`src/rtl/log_stream_unit.sv`:
```
// log_stream_unit: valid/ready wrapper around the fixed-latency FP32 log core.
// FP64<->FP32 conversion, special-case bypass and a credit-guarded result FIFO.
module log_stream_unit #(
  parameter int CORE_LAT   = 28,
  parameter int FIFO_DEPTH = 32,
  parameter int TAG_W      = 4
) (
  input  logic             clk,
  input  logic             srstn,
  input  logic             in_valid,
  output logic             in_ready,
  input  logic [63:0]      in_data,
  input  logic             in_fmt,
  input  logic [TAG_W-1:0] in_tag,
  output logic [31:0]      core_num,
  input  logic [31:0]      core_log,
  output logic             out_valid,
  input  logic             out_ready,
  output logic [63:0]      out_data,
  output logic             out_fmt,
  output logic [TAG_W-1:0] out_tag,
  output logic [2:0]       out_flags,
  output logic             busy
);
  localparam int AW = (FIFO_DEPTH > 1) ? $clog2(FIFO_DEPTH) : 1;
  localparam int CW = $clog2(FIFO_DEPTH + 1);

  localparam logic [63:0] QNAN64 = 64'h7FF8_0000_0000_0000;
  localparam logic [63:0] PINF64 = 64'h7FF0_0000_0000_0000;
  localparam logic [63:0] NINF64 = 64'hFFF0_0000_0000_0000;
  localparam logic [63:0] QNAN32 = 64'h0000_0000_7FC0_0000;
  localparam logic [63:0] PINF32 = 64'h0000_0000_7F80_0000;
  localparam logic [63:0] NINF32 = 64'h0000_0000_FF80_0000;

  typedef struct packed {
    logic             valid;
    logic             fmt;
    logic [TAG_W-1:0] tag;
    logic             special;
    logic [63:0]      sval;
    logic [2:0]       flags;
  } sb_t;

  typedef struct packed {
    logic             fmt;
    logic [TAG_W-1:0] tag;
    logic [2:0]       flags;
    logic [63:0]      data;
  } ent_t;

  sb_t         s0_d, s0_q;
  logic [31:0] num_d, num_q;
  sb_t         sb_d [CORE_LAT];
  sb_t         sb_q [CORE_LAT];
  sb_t         tail;

  ent_t        mem_q [FIFO_DEPTH];
  ent_t        wr_ent, head;
  logic [AW-1:0] wr_ptr_d, wr_ptr_q;
  logic [AW-1:0] rd_ptr_d, rd_ptr_q;
  logic [CW-1:0] fcnt_d, fcnt_q;
  logic [CW-1:0] cnt_d, cnt_q;

  logic accept, pop, wr_en;

  logic        sgn, is_nan, is_inf, is_zero, hi, lo;
  logic [7:0]  e32;
  logic [22:0] m32;
  logic [10:0] e64;
  logic [51:0] m64;
  logic [31:0] nrm;

  logic [7:0]  le;
  logic [63:0] widened;

  function automatic logic [AW-1:0] inc(logic [AW-1:0] p);
    return (p == AW'(FIFO_DEPTH - 1)) ? '0 : p + AW'(1);
  endfunction

  assign in_ready = !srstn && (cnt_q < CW'(FIFO_DEPTH));
  assign accept   = in_valid && in_ready;
  assign busy     = (cnt_q != '0);
  assign core_num = s0_q.valid ? num_q : 32'h0;

  always_comb begin
    sgn = 1'b0; is_nan = 1'b0; is_inf = 1'b0; is_zero = 1'b0;
    hi  = 1'b0; lo = 1'b0; nrm = '0;
    e32 = in_data[30:23];
    m32 = in_data[22:0];
    e64 = in_data[62:52];
    m64 = in_data[51:0];
    if (in_fmt) begin
      sgn     = in_data[31];
      is_nan  = (&e32) && (|m32);
      is_inf  = (&e32) && !(|m32);
      is_zero = !(|e32) && !(|m32);
      lo      = !(|e32);
      nrm     = in_data[31:0];
    end else begin
      sgn     = in_data[63];
      is_nan  = (&e64) && (|m64);
      is_inf  = (&e64) && !(|m64);
      is_zero = !(|e64) && !(|m64);
      hi      = (e64 >= 11'd1151);
      lo      = (e64 <= 11'd896);
      nrm     = {1'b0, 8'(e64 - 11'd896), m64[51:29]};
    end
  end

  // NaN is tested before sign so a negative NaN still reads as plain NaN
  always_comb begin
    s0_d       = '0;
    num_d      = '0;
    s0_d.valid = accept;
    s0_d.fmt   = in_fmt;
    s0_d.tag   = in_tag;
    if (is_nan) begin
      s0_d.special = 1'b1;
      s0_d.sval    = in_fmt ? QNAN32 : QNAN64;
    end else if (is_zero) begin
      s0_d.special = 1'b1;
      s0_d.sval    = in_fmt ? NINF32 : NINF64;
      s0_d.flags   = 3'b010;
    end else if (sgn) begin
      s0_d.special = 1'b1;
      s0_d.sval    = in_fmt ? QNAN32 : QNAN64;
      s0_d.flags   = 3'b100;
    end else if (is_inf) begin
      s0_d.special = 1'b1;
      s0_d.sval    = in_fmt ? PINF32 : PINF64;
    end else if (hi) begin
      num_d      = 32'h7F7F_FFFF;
      s0_d.flags = 3'b001;
    end else if (lo) begin
      num_d      = 32'h0080_0000;
      s0_d.flags = 3'b001;
    end else begin
      num_d = nrm;
    end
  end

  always_comb begin
    sb_d[0] = s0_q;
    for (int i = 1; i < CORE_LAT; i++) sb_d[i] = sb_q[i-1];
  end

  assign tail  = sb_q[CORE_LAT-1];
  assign wr_en = tail.valid;
  assign le    = core_log[30:23];

  always_comb begin
    if (le == 8'd0)
      widened = {core_log[31], 63'b0};
    else if (le == 8'hFF)
      widened = {core_log[31], 11'h7FF, core_log[22:0], 29'b0};
    else
      widened = {core_log[31], {3'b0, le} + 11'd896, core_log[22:0], 29'b0};
  end

  always_comb begin
    wr_ent       = '0;
    wr_ent.fmt   = tail.fmt;
    wr_ent.tag   = tail.tag;
    wr_ent.flags = tail.flags;
    if (tail.special)  wr_ent.data = tail.sval;
    else if (tail.fmt) wr_ent.data = {32'h0, core_log};
    else               wr_ent.data = widened;
  end

  assign out_valid = (fcnt_q != '0);
  assign pop       = out_valid && out_ready;
  assign head      = mem_q[rd_ptr_q];
  assign out_data  = out_valid ? head.data  : '0;
  assign out_fmt   = out_valid ? head.fmt   : 1'b0;
  assign out_tag   = out_valid ? head.tag   : '0;
  assign out_flags = out_valid ? head.flags : '0;

  always_comb begin
    wr_ptr_d = wr_en ? inc(wr_ptr_q) : wr_ptr_q;
    rd_ptr_d = pop ? inc(rd_ptr_q) : rd_ptr_q;
    fcnt_d   = fcnt_q + CW'(wr_en) - CW'(pop);
    cnt_d    = cnt_q + CW'(accept) - CW'(pop);
  end

  always_ff @(posedge clk or posedge srstn) begin
    if (srstn) begin
      s0_q     <= '0;
      num_q    <= '0;
      wr_ptr_q <= '0;
      rd_ptr_q <= '0;
      fcnt_q   <= '0;
      cnt_q    <= '0;
      for (int i = 0; i < CORE_LAT; i++) sb_q[i] <= '0;
    end else begin
      s0_q     <= s0_d;
      num_q    <= num_d;
      wr_ptr_q <= wr_ptr_d;
      rd_ptr_q <= rd_ptr_d;
      fcnt_q   <= fcnt_d;
      cnt_q    <= cnt_d;
      for (int i = 0; i < CORE_LAT; i++) sb_q[i] <= sb_d[i];
    end
  end

  // Storage needs no reset: reads are gated by the occupancy count
  always_ff @(posedge clk) begin
    if (wr_en) mem_q[wr_ptr_q] <= wr_ent;
  end

endmodule

```
`config.mk`:
```
export PLATFORM = sky130hd
export DESIGN_NAME = log_stream_unit
export DESIGN_NICKNAME = d
export VERILOG_FILES = /design/src/rtl/log_stream_unit.sv
export SDC_FILE = /design/constraint.sdc
export NUM_CORES = 2
export LEC_CHECK = 0
export CORE_UTILIZATION = 55
export DETAILED_ROUTE_END_ITERATION = 8
export GPL_ROUTABILITY_DRIVEN = 0
export GPL_TIMING_DRIVEN = 0
export PLACE_DENSITY_LB_ADDON = 0.12
export SYNTH_ARGS = -nofsm -noshare
export SYNTH_HDL_FRONTEND = slang
export SYNTH_SLANG_ARGS = --single-unit
```
`constraint.sdc`:
```
create_clock -name clk -period 18 [get_ports clk]
set_clock_uncertainty 0.2 [all_clocks]
set_input_delay 3.6 -clock clk [delete_from_list [all_inputs] [get_ports clk]]
set_output_delay 3.6 -clock clk [all_outputs]
set_load 0.05 [all_outputs]
```
==> impl_metrics.prom <==
# TYPE chip_impl_metric gauge
chip_impl_metric{name="path_max_fanout",unit=""} 10
chip_impl_metric{name="post_cts_resize_count",unit=""} 0
chip_impl_info{name="holdCritPathClass",value="flop to flop"} 1
chip_impl_metric{name="global_route_wire_length_before_repair",unit="um"} 374400
chip_impl_metric{name="drt_iter0_markers",unit=""} 6881
chip_impl_metric{name="die-height",unit="um"} 429.6
chip_impl_metric{name="syn-num-nets",unit=""} 4416
chip_impl_info{name="yosys_most_used_dff",value="edfxtp_1"} 1
chip_impl_metric{name="layout_worst_path_cycle_share",unit=""} 0.5600
chip_impl_info{name="failing_checks",value="capacitance limit, slew limit"} 1
chip_impl_info{name="status",value="finished with violations"} 1
chip_impl_metric{name="die_w",unit="um"} 429.6
chip_impl_metric{name="yosys_warnings",unit=""} 0
chip_impl_metric{name="cp_data_required_time",unit="ns"} 14.20
chip_impl_metric{name="placement.io_buffers",unit=""} 211
chip_impl_info{name="layout_common_cells",value="edfxtp_1 (2240), mux4_2 (700), dfrtp_1 (518)"} 1
chip_impl_metric{name="grt_max_degree",unit=""} 46
chip_impl_metric{name="setup_viol",unit=""} 0
chip_impl_metric{name="sequential_share_of_the_synthesized_area",unit=""} 0.7977
chip_impl_info{name="root_buf_cell",value="clkbuf_16"} 1
chip_impl_metric{name="layout_min_cycle_time",unit="ns"} 10.08
chip_impl_metric{name="tritoncts.num_buffers",unit=""} 295
chip_impl_metric{name="place.detailed.hpwl",unit="um"} 166900
chip_impl_info{name="crit_path_start_kind",value="flop"} 1
chip_impl_metric{name="vdd_drop_max",unit="uV"} 129.8
chip_impl_metric{name="tns",unit="ns"} 0
chip_impl_info{name="path_class",value="flop to primary output"} 1
chip_impl_metric{name="cts.path.max_buffers",unit=""} 4
chip_impl_metric{name="rows",unit=""} 156
chip_impl_metric{name="yosys.cell_types.count",unit=""} 49
chip_impl_info{name="layout.cells.most_common",value="edfxtp_1"} 1
chip_impl_metric{name="postLayoutCoreUtil",unit=""} 0.6509
chip_impl_metric{name="ys_ff_latch",unit=""} 2758
chip_impl_metric{name="vias",unit=""} 48490
chip_impl_info{name="tritoncts_clock_tree",value="yes"} 1
chip_impl_metric{name="grt_antenna_before_repair",unit=""} 8
chip_impl_metric{name="postSynth.asyncResetShare",unit=""} 0.1878
chip_impl_metric{name="power.leakage",unit="nW"} 40.54
chip_impl_info{name="path_common_cell",value="clkbuf_1"} 1
chip_impl_info{name="worst_r2r_endpoint",value="mem_q[6][32]$_DFFE_PP_"} 1
chip_impl_info{name="cp-endpoint",value="out_data[23]"} 1
chip_impl_metric{name="drive_gt1_frac",unit=""} 0.2684
chip_impl_metric{name="initial_standard_cell_utilization_of_the_core",unit=""} 0.5552
chip_impl_metric{name="drtAntennaViolNets",unit=""} 0
chip_impl_metric{name="relSlewSlack",unit=""} -0.02241
chip_impl_metric{name="syn-mean-instance-area",unit="um^2"} 23.45
chip_impl_metric{name="drt_pre_antenna_iters",unit=""} 5
chip_impl_metric{name="area.growth.synth_to_final",unit="%"} 17.24
chip_impl_metric{name="floorplan.io_pins",unit=""} 212
chip_impl_metric{name="rr_worst_depth",unit=""} 4
chip_impl_metric{name="routed_via_density",unit=""} 6.450
chip_impl_metric{name="cts.htree.levels",unit=""} 5
chip_impl_metric{name="post_drt_wl_per_cell",unit="um"} 35.74
chip_impl_metric{name="grt_pass1_vias",unit=""} 49280
chip_impl_metric{name="worst-slew-pin-transition",unit="ns"} 1.534
chip_impl_metric{name="finalNetCount",unit=""} 5066
chip_impl_metric{name="postCtsHoldBufs",unit=""} 0
chip_impl_metric{name="grt_overflow",unit=""} 0
chip_impl_metric{name="cts.repair_timing.setup_buffer_count",unit=""} 0
chip_impl_metric{name="achievable-frequency",unit="MHz"} 99.21
chip_impl_info{name="crit_slowest_cell",value="clkbuf_1"} 1
chip_impl_info{name="crit_chain",value="clkbuf_1 -> clkbuf_1 -> clkbuf_1 -> mux4_2 -> inv_1 -> o22ai_1 -> clkdlybuf4s50_1"} 1
chip_impl_metric{name="cts.sink_count",unit=""} 2758
chip_impl_info{name="regToRegStartpoint",value="sb_q[72]$_DFF_PP0_"} 1
chip_impl_metric{name="max_stage_delay",unit="ns"} 1.19
chip_impl_metric{name="core",unit="um^2"} 181100
chip_impl_info{name="cp-startpoint",value="rd_ptr_q[3]$_DFFE_PP0P_"} 1
chip_impl_metric{name="power_density",unit="nW/um^2"} 147.2
chip_impl_metric{name="route.final.wire_length",unit="um"} 268700
chip_impl_metric{name="worst-endpoint-arrival",unit="ns"} 6.28
chip_impl_info{name="critPathCaptureType",value="primary output"} 1
chip_impl_metric{name="dieArea",unit="um^2"} 184600
chip_impl_metric{name="drv.max_cap_violation_count",unit=""} 2
chip_impl_metric{name="groute.usage.overall",unit=""} 0.2960
chip_impl_metric{name="r2r_slack",unit="ns"} 13.10
chip_impl_metric{name="remaining_drc_errors",unit=""} 0
chip_impl_metric{name="postSynthCellCount",unit=""} 4288
chip_impl_info{name="grt_setup_unrepaired",value="no"} 1
chip_impl_metric{name="hold_violations",unit=""} 0
chip_impl_metric{name="clock_insertion_delay_worst_skew",unit="ns"} 0.93
chip_impl_metric{name="timing_max_transition_violations_final",unit=""} 22
chip_impl_metric{name="synthesis.area",unit="um^2"} 100600
chip_impl_metric{name="final_area",unit="um^2"} 117900
chip_impl_metric{name="clk_pin_slew_worst_paths",unit="ns"} 0.06
chip_impl_metric{name="synth-edff-count",unit=""} 2240
chip_impl_metric{name="postPlaceCellArea",unit="um^2"} 108900
-- report_power, final --
group,internal (W),switching (W)
clock,0.00332,0.00237
combinational,0.00174,0.00280
sequential,0.00708,0.0000528
-- cell type report --
cell class | instances | area, um^2
clock buffers | 398 | 8220
diodes | 2 | 5.005
multi-input cells | 1165 | 19010
well taps | 2370 | 2965
plain buffers | 203 | 979.7
clock inverters | 107 | 747.0
flip-flops and latches | 2758 | 80230
fillers | 11800 | 63230
repair buffers | 353 | 5145
inverters | 162 | 611.8
-- worst min path at each step --
stage / startpoint / to / slack, ns / cells past startpoint
detailed placement: sb_d[1111]$_DFF_PP0_ / sb_d[1037]$_DFF_PP0_ / 0.13 / 0
CTS: sb_d[1701]$_DFF_PP0_ / sb_d[1627]$_DFF_PP0_ / 0.13 / 0
finish: sb_d[1701]$_DFF_PP0_ / sb_d[1627]$_DFF_PP0_ / 0.12 / 0
floorplan: sb_d[74]$_DFF_PP0_ / sb_d[0]$_DFF_PP0_ / 0.13 / 0
global placement: sb_d[1103]$_DFF_PP0_ / sb_d[1029]$_DFF_PP0_ / 0.13 / 0
global route: sb_d[1875]$_DFF_PP0_ / sb_d[1801]$_DFF_PP0_ / 0.14 / 0
-- worst max-delay path, delay by kind of cell (launching register included) --
kind,cells,cell delay (ns)
AOI/OAI and AO/OA,1,0.62
muxes,1,0.35
buffers and inverters,5,4.03
DFF,1,0.33
-- routing by layer --
layer | global-route usage | vias up | wire (um)
li1 | - | 18880 | -
met5 | 0 | - | 0
met4 | 0.1129 | 0 | 10900
met3 | 0.05752 | 529 | 26580
met1 | 0.4233 | 26210 | 103200
met2 | 0.4593 | 2867 | 128000
-- through the flow --
step	instances	total power, W	hold slack, ns	setup WS [ns]
after global routing	7516	0.01783	0.1370	8.153
after detailed placement	7010	0.01181	0.1347	8.976
after floorplan	4288	0.01008	0.1312	7.164
final	7518	0.01735	0.1180	7.921
after CTS	7515	0.01745	0.1266	7.993
after global placement	6869	0.01175	0.1315	4.229
-- registers in the layout, summed over array words and instances (netlist names) --
name	flops
fcnt_q	6
cnt_q	6
wr_ptr_q	5
num_q	32
sb_q	15
mem_q	2240
wr_en	1
s0_q	16
rd_ptr_q	5
sb_d	432
-- synthesized netlist by cell type, types with 15 or more instances --
library cell	instances	area share
buf_1	17	0.00063
buf_6	15	0.0017
edfxtp_1	2240	0.67
mux4_2	700	0.16
inv_1	156	0.0058
ha_1	21	0.0026
nand2_1	52	0.0019
a21oi_1	40	0.0020
o22ai_1	71	0.0044
nor4_1	15	0.00093
clkbuf_1	110	0.0041
nor2_1	47	0.0018
buf_2	53	0.0026
dfrtp_1	518	0.13
a21o_1	22	0.0016
and2_1	77	0.0048
mux2_2	33	0.0037
-- cell families after synthesis --
logic type	synth area share
AO/OA/AOI/OAI	0.01004
adder cells (fa/ha/maj)	0.003011
buffers and inverters	0.01570
multiplexers	0.1605
other	0.00003729
AND/OR/NAND/NOR	0.01227
XOR/XNOR	0.0006967
flip-flops	0.7977
(Power assumes the default switching activity.)
